**src/rtl/cpu_pkg.sv**
```systemverilog
// Shared definitions for the 8-bit RISC CPU.
// Covers opcode encodings, sequencer states and default bus widths.
package cpu_pkg;

  localparam int CPU_ADDR_W = 5;
  localparam int CPU_DATA_W = 8;

  localparam logic [2:0] OP_HLT = 3'b000;
  localparam logic [2:0] OP_SKZ = 3'b001;
  localparam logic [2:0] OP_ADD = 3'b010;
  localparam logic [2:0] OP_AND = 3'b011;
  localparam logic [2:0] OP_XOR = 3'b100;
  localparam logic [2:0] OP_LDA = 3'b101;
  localparam logic [2:0] OP_STO = 3'b110;
  localparam logic [2:0] OP_JMP = 3'b111;

  typedef enum logic [2:0] {
    S_FETCH  = 3'd0,
    S_DECODE = 3'd1,
    S_OP_RD  = 3'd2,
    S_EXEC   = 3'd3,
    S_OP_WR  = 3'd4,
    S_HALT   = 3'd5,
    S_LOAD   = 3'd6
  } seq_state_t;

  function automatic logic [2:0] opcode_of(input logic [7:0] instr);
    return instr[7:5];
  endfunction

endpackage

```
**src/rtl/cpu_pc.sv**
```systemverilog
// Program counter: synchronous clear, parallel load and increment.
// The increment wraps modulo 2^ADDR_W.
module cpu_pc
  import cpu_pkg::*;
#(
  parameter int ADDR_W = CPU_ADDR_W
) (
  input  logic              i_clock,
  input  logic              i_reset_n,
  input  logic              i_clr,
  input  logic              i_ld,
  input  logic [ADDR_W-1:0] i_ld_val,
  input  logic              i_inc,
  output logic [ADDR_W-1:0] o_pc
);

  logic [ADDR_W-1:0] r_pc;

  // Reset and clear beat load, load beats increment.
  always_ff @(posedge i_clock) begin
    if (!i_reset_n) begin
      r_pc <= {ADDR_W{1'b0}};
    end else if (i_clr) begin
      r_pc <= {ADDR_W{1'b0}};
    end else if (i_ld) begin
      r_pc <= i_ld_val;
    end else if (i_inc) begin
      r_pc <= r_pc + {{(ADDR_W-1){1'b0}}, 1'b1};
    end else begin
      r_pc <= r_pc;
    end
  end

  assign o_pc = r_pc;

endmodule

```
**src/rtl/cpu_sequencer.sv**
```systemverilog
// Multi-cycle instruction sequencer for the 8-bit RISC CPU.
// Holds IR, alu_op and the control FSM; shares the memory port with the loader.
module cpu_sequencer
  import cpu_pkg::*;
#(
  parameter int ADDR_W = CPU_ADDR_W,
  parameter int DATA_W = CPU_DATA_W
) (
  input  logic              clock,
  input  logic              reset,
  input  logic              load_req,
  output logic              load_gnt,
  input  logic [DATA_W-1:0] mem_rdata,
  input  logic              mem_ready,
  output logic [ADDR_W-1:0] mem_addr,
  output logic              mem_rd,
  output logic              mem_wr,
  input  logic              acc_zero,
  output logic              acc_ld,
  output logic [2:0]        alu_op,
  output logic [ADDR_W-1:0] pc,
  output logic [DATA_W-1:0] ir,
  output logic              halted
);

  seq_state_t        r_state;
  seq_state_t        w_state_nxt;
  seq_state_t        w_boundary;
  logic [DATA_W-1:0] r_ir;
  logic [2:0]        r_alu_op;
  logic [ADDR_W-1:0] w_pc;
  logic [ADDR_W-1:0] w_operand;
  logic [2:0]        w_opcode;
  logic              w_pc_clr;
  logic              w_pc_ld;
  logic              w_pc_inc;
  logic              w_ir_ld;
  logic              w_alu_op_ld;

  assign w_opcode  = opcode_of(r_ir);
  assign w_operand = r_ir[ADDR_W-1:0];

  // A pending loader request claims the port at every instruction boundary.
  assign w_boundary = load_req ? S_LOAD : S_FETCH;

  cpu_pc #(
    .ADDR_W(ADDR_W)
  ) u_pc (
    .i_clock  (clock),
    .i_reset_n(reset),
    .i_clr    (w_pc_clr),
    .i_ld     (w_pc_ld),
    .i_ld_val (w_operand),
    .i_inc    (w_pc_inc),
    .o_pc     (w_pc)
  );

  // State register; reset abandons any access in flight.
  always_ff @(posedge clock) begin
    if (!reset) begin
      r_state <= S_FETCH;
    end else begin
      r_state <= w_state_nxt;
    end
  end

  // Instruction register and the ALU opcode latched at decode.
  always_ff @(posedge clock) begin
    if (!reset) begin
      r_ir     <= {DATA_W{1'b0}};
      r_alu_op <= OP_HLT;
    end else begin
      if (w_ir_ld) begin
        r_ir <= mem_rdata;
      end else begin
        r_ir <= r_ir;
      end
      if (w_alu_op_ld) begin
        r_alu_op <= w_opcode;
      end else begin
        r_alu_op <= r_alu_op;
      end
    end
  end

  // Next-state and datapath-update decode.
  always_comb begin
    w_state_nxt = r_state;
    w_pc_clr    = 1'b0;
    w_pc_ld     = 1'b0;
    w_pc_inc    = 1'b0;
    w_ir_ld     = 1'b0;
    w_alu_op_ld = 1'b0;
    case (r_state)
      S_FETCH: begin
        if (mem_ready) begin
          w_ir_ld     = 1'b1;
          w_pc_inc    = 1'b1;
          w_state_nxt = S_DECODE;
        end else begin
          w_state_nxt = S_FETCH;
        end
      end
      S_DECODE: begin
        w_alu_op_ld = 1'b1;
        case (w_opcode)
          OP_HLT: w_state_nxt = S_HALT;
          OP_JMP: begin
            w_pc_ld     = 1'b1;
            w_state_nxt = w_boundary;
          end
          OP_SKZ: begin
            if (acc_zero) begin
              w_pc_inc = 1'b1;
            end else begin
              w_pc_inc = 1'b0;
            end
            w_state_nxt = w_boundary;
          end
          OP_STO: w_state_nxt = S_OP_WR;
          OP_ADD, OP_AND, OP_XOR, OP_LDA: w_state_nxt = S_OP_RD;
          default: w_state_nxt = S_HALT;
        endcase
      end
      S_OP_RD: begin
        if (mem_ready) begin
          w_state_nxt = S_EXEC;
        end else begin
          w_state_nxt = S_OP_RD;
        end
      end
      S_EXEC: w_state_nxt = w_boundary;
      S_OP_WR: begin
        if (mem_ready) begin
          w_state_nxt = w_boundary;
        end else begin
          w_state_nxt = S_OP_WR;
        end
      end
      S_HALT: begin
        if (load_req) begin
          w_state_nxt = S_LOAD;
        end else begin
          w_state_nxt = S_HALT;
        end
      end
      S_LOAD: begin
        if (!load_req) begin
          w_pc_clr    = 1'b1;
          w_state_nxt = S_FETCH;
        end else begin
          w_state_nxt = S_LOAD;
        end
      end
      default: w_state_nxt = S_FETCH;
    endcase
  end

  // Moore control outputs, decoded from the state register only.
  always_comb begin
    mem_addr = {ADDR_W{1'b0}};
    mem_rd   = 1'b0;
    mem_wr   = 1'b0;
    acc_ld   = 1'b0;
    load_gnt = 1'b0;
    halted   = 1'b0;
    case (r_state)
      S_FETCH: begin
        mem_addr = w_pc;
        mem_rd   = 1'b1;
      end
      S_OP_RD: begin
        mem_addr = w_operand;
        mem_rd   = 1'b1;
      end
      S_EXEC:  acc_ld = 1'b1;
      S_OP_WR: begin
        mem_addr = w_operand;
        mem_wr   = 1'b1;
      end
      S_HALT:  halted   = 1'b1;
      S_LOAD:  load_gnt = 1'b1;
      default: mem_rd   = 1'b0;
    endcase
  end

  assign pc     = w_pc;
  assign ir     = r_ir;
  assign alu_op = r_alu_op;

endmodule

```
**config.mk**
```make
export PLATFORM = sky130hd
export DESIGN_NAME = cpu_sequencer
export DESIGN_NICKNAME = d
export VERILOG_FILES = /design/src/rtl/cpu_pkg.sv /design/src/rtl/cpu_pc.sv /design/src/rtl/cpu_sequencer.sv
export SDC_FILE = /design/constraint.sdc
export NUM_CORES = 1
export LEC_CHECK = 0
export CAP_MARGIN = 20
export CORE_MARGIN = 3
export CORE_UTILIZATION = 35
export CTS_CLUSTER_SIZE = 30
export DETAILED_ROUTE_END_ITERATION = 6
export PLACE_DENSITY = 0.77
export SETUP_SLACK_MARGIN = 0.05
export SLEW_MARGIN = 20
export SYNTH_ARGS = -nofsm -noshare
export SYNTH_HDL_FRONTEND = slang
export SYNTH_SLANG_ARGS = --single-unit
```
**constraint.sdc**
```tcl
create_clock -name clock -period 1.8 [get_ports clock]
set_input_delay 0.18 -clock clock [delete_from_list [all_inputs] [get_ports clock]]
set_output_delay 0.18 -clock clock [all_outputs]
set_load 0.01 [all_outputs]
```
Word-level counts from Yosys, hierarchy flattened. Cells that the tools add are included.

Register bits: 19. Word-level logic and storage cells: 53. Output and inout port bits: 26. Input bits: 13.

Multiplexer cells: 25. Add/sub/neg operators: 1. Eq/ne operators: 13. Bitwise gates (word level): 1. Reductions and logical operators: 9.

Operator list (number): $eq 3x3->1 const B (7); $pmux 3 s6 (1); $mux 1 (16); $eq 3x2->1 const B (4); $pmux 3 s4 (1); $mux 5 (2); $pmux 5 s2 (1); $reduce_or 2->1 (5); $eq 3x1->1 const B (2); $logic_not 3->1 (2); $mux 3 (2); $add 5x1->5 const B (1); $reduce_or 4->1 (1); $mux 2 (1); $pmux 1 s2 (1); $reduce_bool 2->1 (1); $not 1->1 (1).

Longest topological paths before layout.
Depth in word-level cells: 5. Mapped depth: 6. Gate-level depth less buffers: 5.

Hierarchy. Synthesis repeated with hierarchy kept, for this count alone.

Cell total of the unflattened synthesis: 127. Area, all modules: 1047.3 sq um.

Modules (own cells, without submodules): cpu_sequencer (seq. area each 280.3 sq um, area an instance 803.3 sq um, instances 1, cells an instance 99); cpu_pc (seq. area each 100.1 sq um, area an instance 244.0 sq um, instances 1, cells an instance 28).

Worst setup path before layout. Ideal clock, no wire load.

Kind: register -> register. From: reg r_state[2]. To: reg u_pc.r_pc[3] (netlist: u_pc.o_pc[3]). Period minus slack after synthesis: 1639 ps. Buffers on the path: 1. Required time: 1709 ps. Stages on the path, launching flop included: 6. Setup slack: 161 ps. Library setup time: 91 ps. Arrival: 1548 ps. Cells stage by stage: dfxtp_1 buf_6 nor4b_4 a31oi_4 or3_1 a311oi_1.

Longest elaborated chain between the ends: 3. Elaborated cells between the ends (all ways): 9. Classes of those cells: 2 x eq/ne; 4 x mux; 3 x reduce/logical.

RTL lines: start: declaration (line cpu_sequencer.sv:26) `seq_state_t r_state;`; start signal: assignment (line cpu_sequencer.sv:63) `r_state <= w_state_nxt;`; $eq 3x1->1, or another cell as far along (line cpu_sequencer.sv:94) `case (r_state)`; $pmux 1 s2 / $mux 1 (equally long branches) (line cpu_sequencer.sv:94); $reduce_bool 2->1 (no line), or another cell as far along; end signal: assignment (line cpu_pc.sv:26) `r_pc <= i_ld_val;`; end signal: assignment (line cpu_pc.sv:28) `r_pc <= r_pc + {{(ADDR_W-1){1'b0}}, 1'b1};`; end signal: assignment (line cpu_pc.sv:30) `r_pc <= r_pc;`; end: declaration (line cpu_pc.sv:17) `logic [ADDR_W-1:0] r_pc;`.

Several ways; a longest one is shown, not always the timed one. A chain may end at the register's enable or synchronous reset.

Worst setup path after layout.
From: reg r_state[2]. To: out mem_addr[0].

Longest elaborated chain between the ends: 3. Elaborated cells between the ends (all ways): 5. Classes of those cells: 2 x eq/ne; 1 x mux; 2 x reduce/logical.

RTL lines: $eq 3x3->1 / $eq 3x2->1 (equally long branches) (line cpu_sequencer.sv:167) `case (r_state)`; $reduce_or 2->1 (no line); $pmux 5 s2 * (line cpu_sequencer.sv:167); end: declaration (line cpu_sequencer.sv:15) `output logic [ADDR_W-1:0] mem_addr,`.

Mark *: on every way between the ends. The rest lies on a longest branch, timed or not.

==> flow_metrics.py <==
metrics = {
    "synth": {
        "synthCells": 127,
        "synth_warnings": 0,
        "mappedNetlistArea_um2": 1050,
        "avgSynthCellArea_um2": 8.30,
        "ys_types": 38,
        "synth_seq_cells": 19,
        "yosysSeqAreaShare_pct": 36.1,
        "syn_nets": 141,
    },
    "finish": {
        "syn_to_final_growth_pct": 50.4,
        "final_cell_area_um2": 1580,
        "drive_above_1_share_pct": 15.5,
        "nets": 189,
        "nFillCells": 270,
        "antennaDiodeCount": 0,
    },
    "routing": {
        "drc_errors": 0,
        "avgViaCountPerCell": 5.21,
        "ant_nets": 0,
        "wire_per_inst_um": 13.9,
        "vias": 1069,
        "drt-total-wl_um": 2860,
        "drt-pass1-iter-count": 4,
        "drt_iter0_drc": 8,
    },
    "status": {
        "outcome": "complete, no violations",
    },
    "placed_design": {
        "dpl_cell_area_um2": 1510,
        "gp_congestion": 0.821,
        "hpwl_um": 2170,
        "io_buffers": 38,
    },
    "clocking": {
        "ctsRootBufferMaster": "clkbuf_4",
        "clock_sinks": 19,
        "numCtsBuffers": 3,
        "cts_tree": "yes",
        "clk_pin_slew_ps": 110,
        "clk_path_buf_depth": 2,
        "h-tree-depth": 1,
        "clock_latency_ps": 300,
    },
    "sta": {
        "worst_pin_slew_ps": 335,
        "setup_tns_ps": 0,
        "hold_viol": 0,
        "hold_ws_ps": 428,
        "slew_violations": 0,
        "finalCriticalPeriod_ps": 1690,
        "slew_headroom_pct": 77.6,
        "setup_violations": 0,
        "rsz0062_at_grt": "true",
        "fin_crit_sh_pct": 93.9,
        "fmax_mhz": 592,
        "finalClockSkew_ps": 0.763,
    },
    "grt": {
        "use_met3_pct": 5.53,
        "grt_overflow": 0,
        "grtUsageTotal_pct": 17.1,
        "grt_max_degree": 15,
        "gr-usage-met1_pct": 21.3,
        "grt_antenna_before_repair": 0,
        "grt_pass1_wl_um": 4770,
        "grt_busiest_layer": "met2",
        "grt.met2_usage_pct": 28.9,
        "grt_pass1_vias": 1048,
    },
    "worst_setup_path": {
        "crit_slowest_cell": "dfxtp_4",
        "reg2reg_depth": 6,
        "reg2reg_to": "u_pc.o_pc[2]",
        "cp.required_ps": 1620,
        "critical_path_class": "flop to output port",
        "critPathArrivalTime_ps": 1510,
        "crit_cells": 4,
        "critPathTopFamily": "flip-flops",
        "reg2reg_from": "r_state[2]",
        "path_cells": "xor2_2 -> a22oi_1 -> nor2_1 -> dlygate4sd2_1",
        "cp-start-kind": "flop",
        "critPathBufInv": 1,
        "reg2reg_slack_ps": 120,
        "worstSetupEndpoint": "mem_addr[0]",
        "slowest_delay_ps": 400,
        "cp-end-kind": "output port",
        "startpoint": "r_state[2]",
        "path_max_fanout": 5,
    },
    "power": {
        "power.clock.fraction_pct": 18.0,
        "power_leakage_nw": 0.649,
        "cellPowerDensity_nw_per_um2": 768,
        "swShare_pct": 34.2,
        "ir_drop_mv": 0.543,
        "switching_power_mw": 0.415,
        "internal-power_mw": 0.801,
        "power_frac_seq_pct": 42.2,
        "combinationalPowerShare_pct": 39.8,
    },
    "die": {
        "io_pins": 39,
        "die_w_um": 60.9,
        "die_area_um2": 3700,
        "rows": 19,
        "core_um2": 2810,
        "die_h_um": 60.9,
        "initial_utilization_pct": 37.6,
    },
    "hold_path": {
        "holdPathStages": 3,
        "hold_class": "primary input to flop",
    },
    "flow_run": {
        "max_cap_violations": 0,
    },
}
-- cells in the mapped netlist, drive strengths merged --
library cell  count  share of area [%]
clkbuf            4                1.4
xnor2             3                2.5
a21bo             1               0.95
and2b             1               0.71
o21ai             5                2.4
a21oi             3                1.4
nor4b             1                2.3
nor2b             6                3.6
nand4b            1               0.83
a22oi             5                3.6
a31oi             1                2.0
o2bb2ai           1               0.83
or3               1               0.59
nand2            20                7.1
buf               4                2.6
nor2             15                5.3
inv               2               0.71
mux2i             3                2.9
a311oi            1               0.83
nand3b            1               0.71
and3              1               0.59
nor3b             2                1.4
o21a              2                1.4
and2              2                1.2
a21boi            8                5.7
maj3              1               0.95
xor2              2                1.7
nor3              1               0.47
o221ai            1               0.83
a211oi            2                1.4
dfxtp            19                 36
nand3             4                1.9
o211ai            1               0.71
ha                1                1.2
and4bb            1                1.2
-- routing by layer --
metal	wire length [um]	up-vias
met5	0	-
met4	14	0
met3	204	3
met2	1400	40
met1	1240	494
li1	-	532
-- layout make-up --
| type | count | area [um^2] | area share [%] |
|---|---|---|---|
| multi-input combinational | 98 | 641 | 40.4 |
| timing repair buffer | 51 | 478 | 30.2 |
| sequential | 19 | 392 | 24.7 |
| tap | 31 | 38.8 | 2.45 |
| clock buffer | 3 | 22.5 | 1.42 |
| inverter | 2 | 7.51 | 0.474 |
| clock inverter | 1 | 5.00 | 0.316 |
-- metrics by stage --
step | setup WS (ps) | instances | util (%) | power [mW]
after floorplan | 161 | 127 | - | 0.768
after global placement | 64.4 | 198 | 53.7 | 0.973
after detailed placement | 8.66 | 198 | 53.7 | 0.988
after CTS | 59.9 | 202 | 55.2 | 1.20
after global routing | 10.9 | 205 | 56.5 | 1.29
final | 110 | 205 | 56.5 | 1.22
-- worst min-delay path: cells and delay by family --
kind	cells	cell delay [ps]
buffers and inverters	1	400
AND/OR/NAND/NOR	1	50
AO/OA/AOI/OAI	1	60
-- repair_timing --
item / CTS / global route
buffers inserted: 0 / 3
hold buffers: 0 / 0
resized for setup: 18 / 3
setup endpoints to repair: 10 / 8
pin swaps: 1 / 5
-- power groups by stage --
stage               clock [mW]  sequential [mW]  combinational [mW]
global route             0.243            0.521               0.530
CTS                      0.224            0.513               0.465
global placement             0            0.514               0.459
detailed placement           0            0.516               0.471
finish                   0.219            0.513               0.484
floorplan                    0            0.516               0.252
-- layout by cell type (no fill, tap or decap), types with 2 or more instances in the layout --
| cell | synthesis | final |
|---|---|---|
| dfxtp_1 | 19 | 16 |
| nand3_1 | 4 | 4 |
| and2_1 | 2 | 2 |
| buf_4 | 1 | 10 |
| dfxtp_4 | 0 | 3 |
| a21oi_1 | 3 | 3 |
| clkdlybuf4s50_1 | 0 | 29 |
| o21a_1 | 2 | 2 |
| dlygate4sd2_1 | 0 | 9 |
| nor2_1 | 15 | 15 |
| xnor2_1 | 3 | 3 |
| nand2_1 | 20 | 20 |
| a22oi_1 | 5 | 4 |
| a211oi_1 | 2 | 2 |
| clkbuf_4 | 0 | 3 |
| inv_1 | 2 | 2 |
| mux2i_1 | 3 | 3 |
| o21ai_0 | 5 | 5 |
| buf_6 | 1 | 3 |
| nor2b_1 | 6 | 6 |
| a21boi_0 | 8 | 8 |
-- sequential cells by signal (all words and copies together), names as in the netlist --
register   cells
u_pc.o_pc      5
alu_op         3
r_state        3
ir             8
-- cell families (layout without fill, tap and decap cells) --
logic type,count (synthesis),in the layout,synth area share (%)
flops,19,19,36.1
compound gates,31,31,22.1
mux,3,3,2.85
xor+xnor,5,5,4.16
simple gates,57,57,27.9
fa+ha+maj,2,2,2.14
buf+inv,10,57,4.75
-- how the worst min path moves through the flow --
stage / startpoint / endpoint / slack, ps
after detailed placement: ir[1] / ir[1] / 490
after CTS: mem_rdata[2] / ir[2] / 420
after global routing: mem_rdata[5] / ir[5] / 450
after floorplan: mem_rdata[0] / ir[0] / 320
final: mem_rdata[2] / ir[2] / 430
after global placement: ir[3] / ir[3] / 490
(Power assumes the default switching activity.)
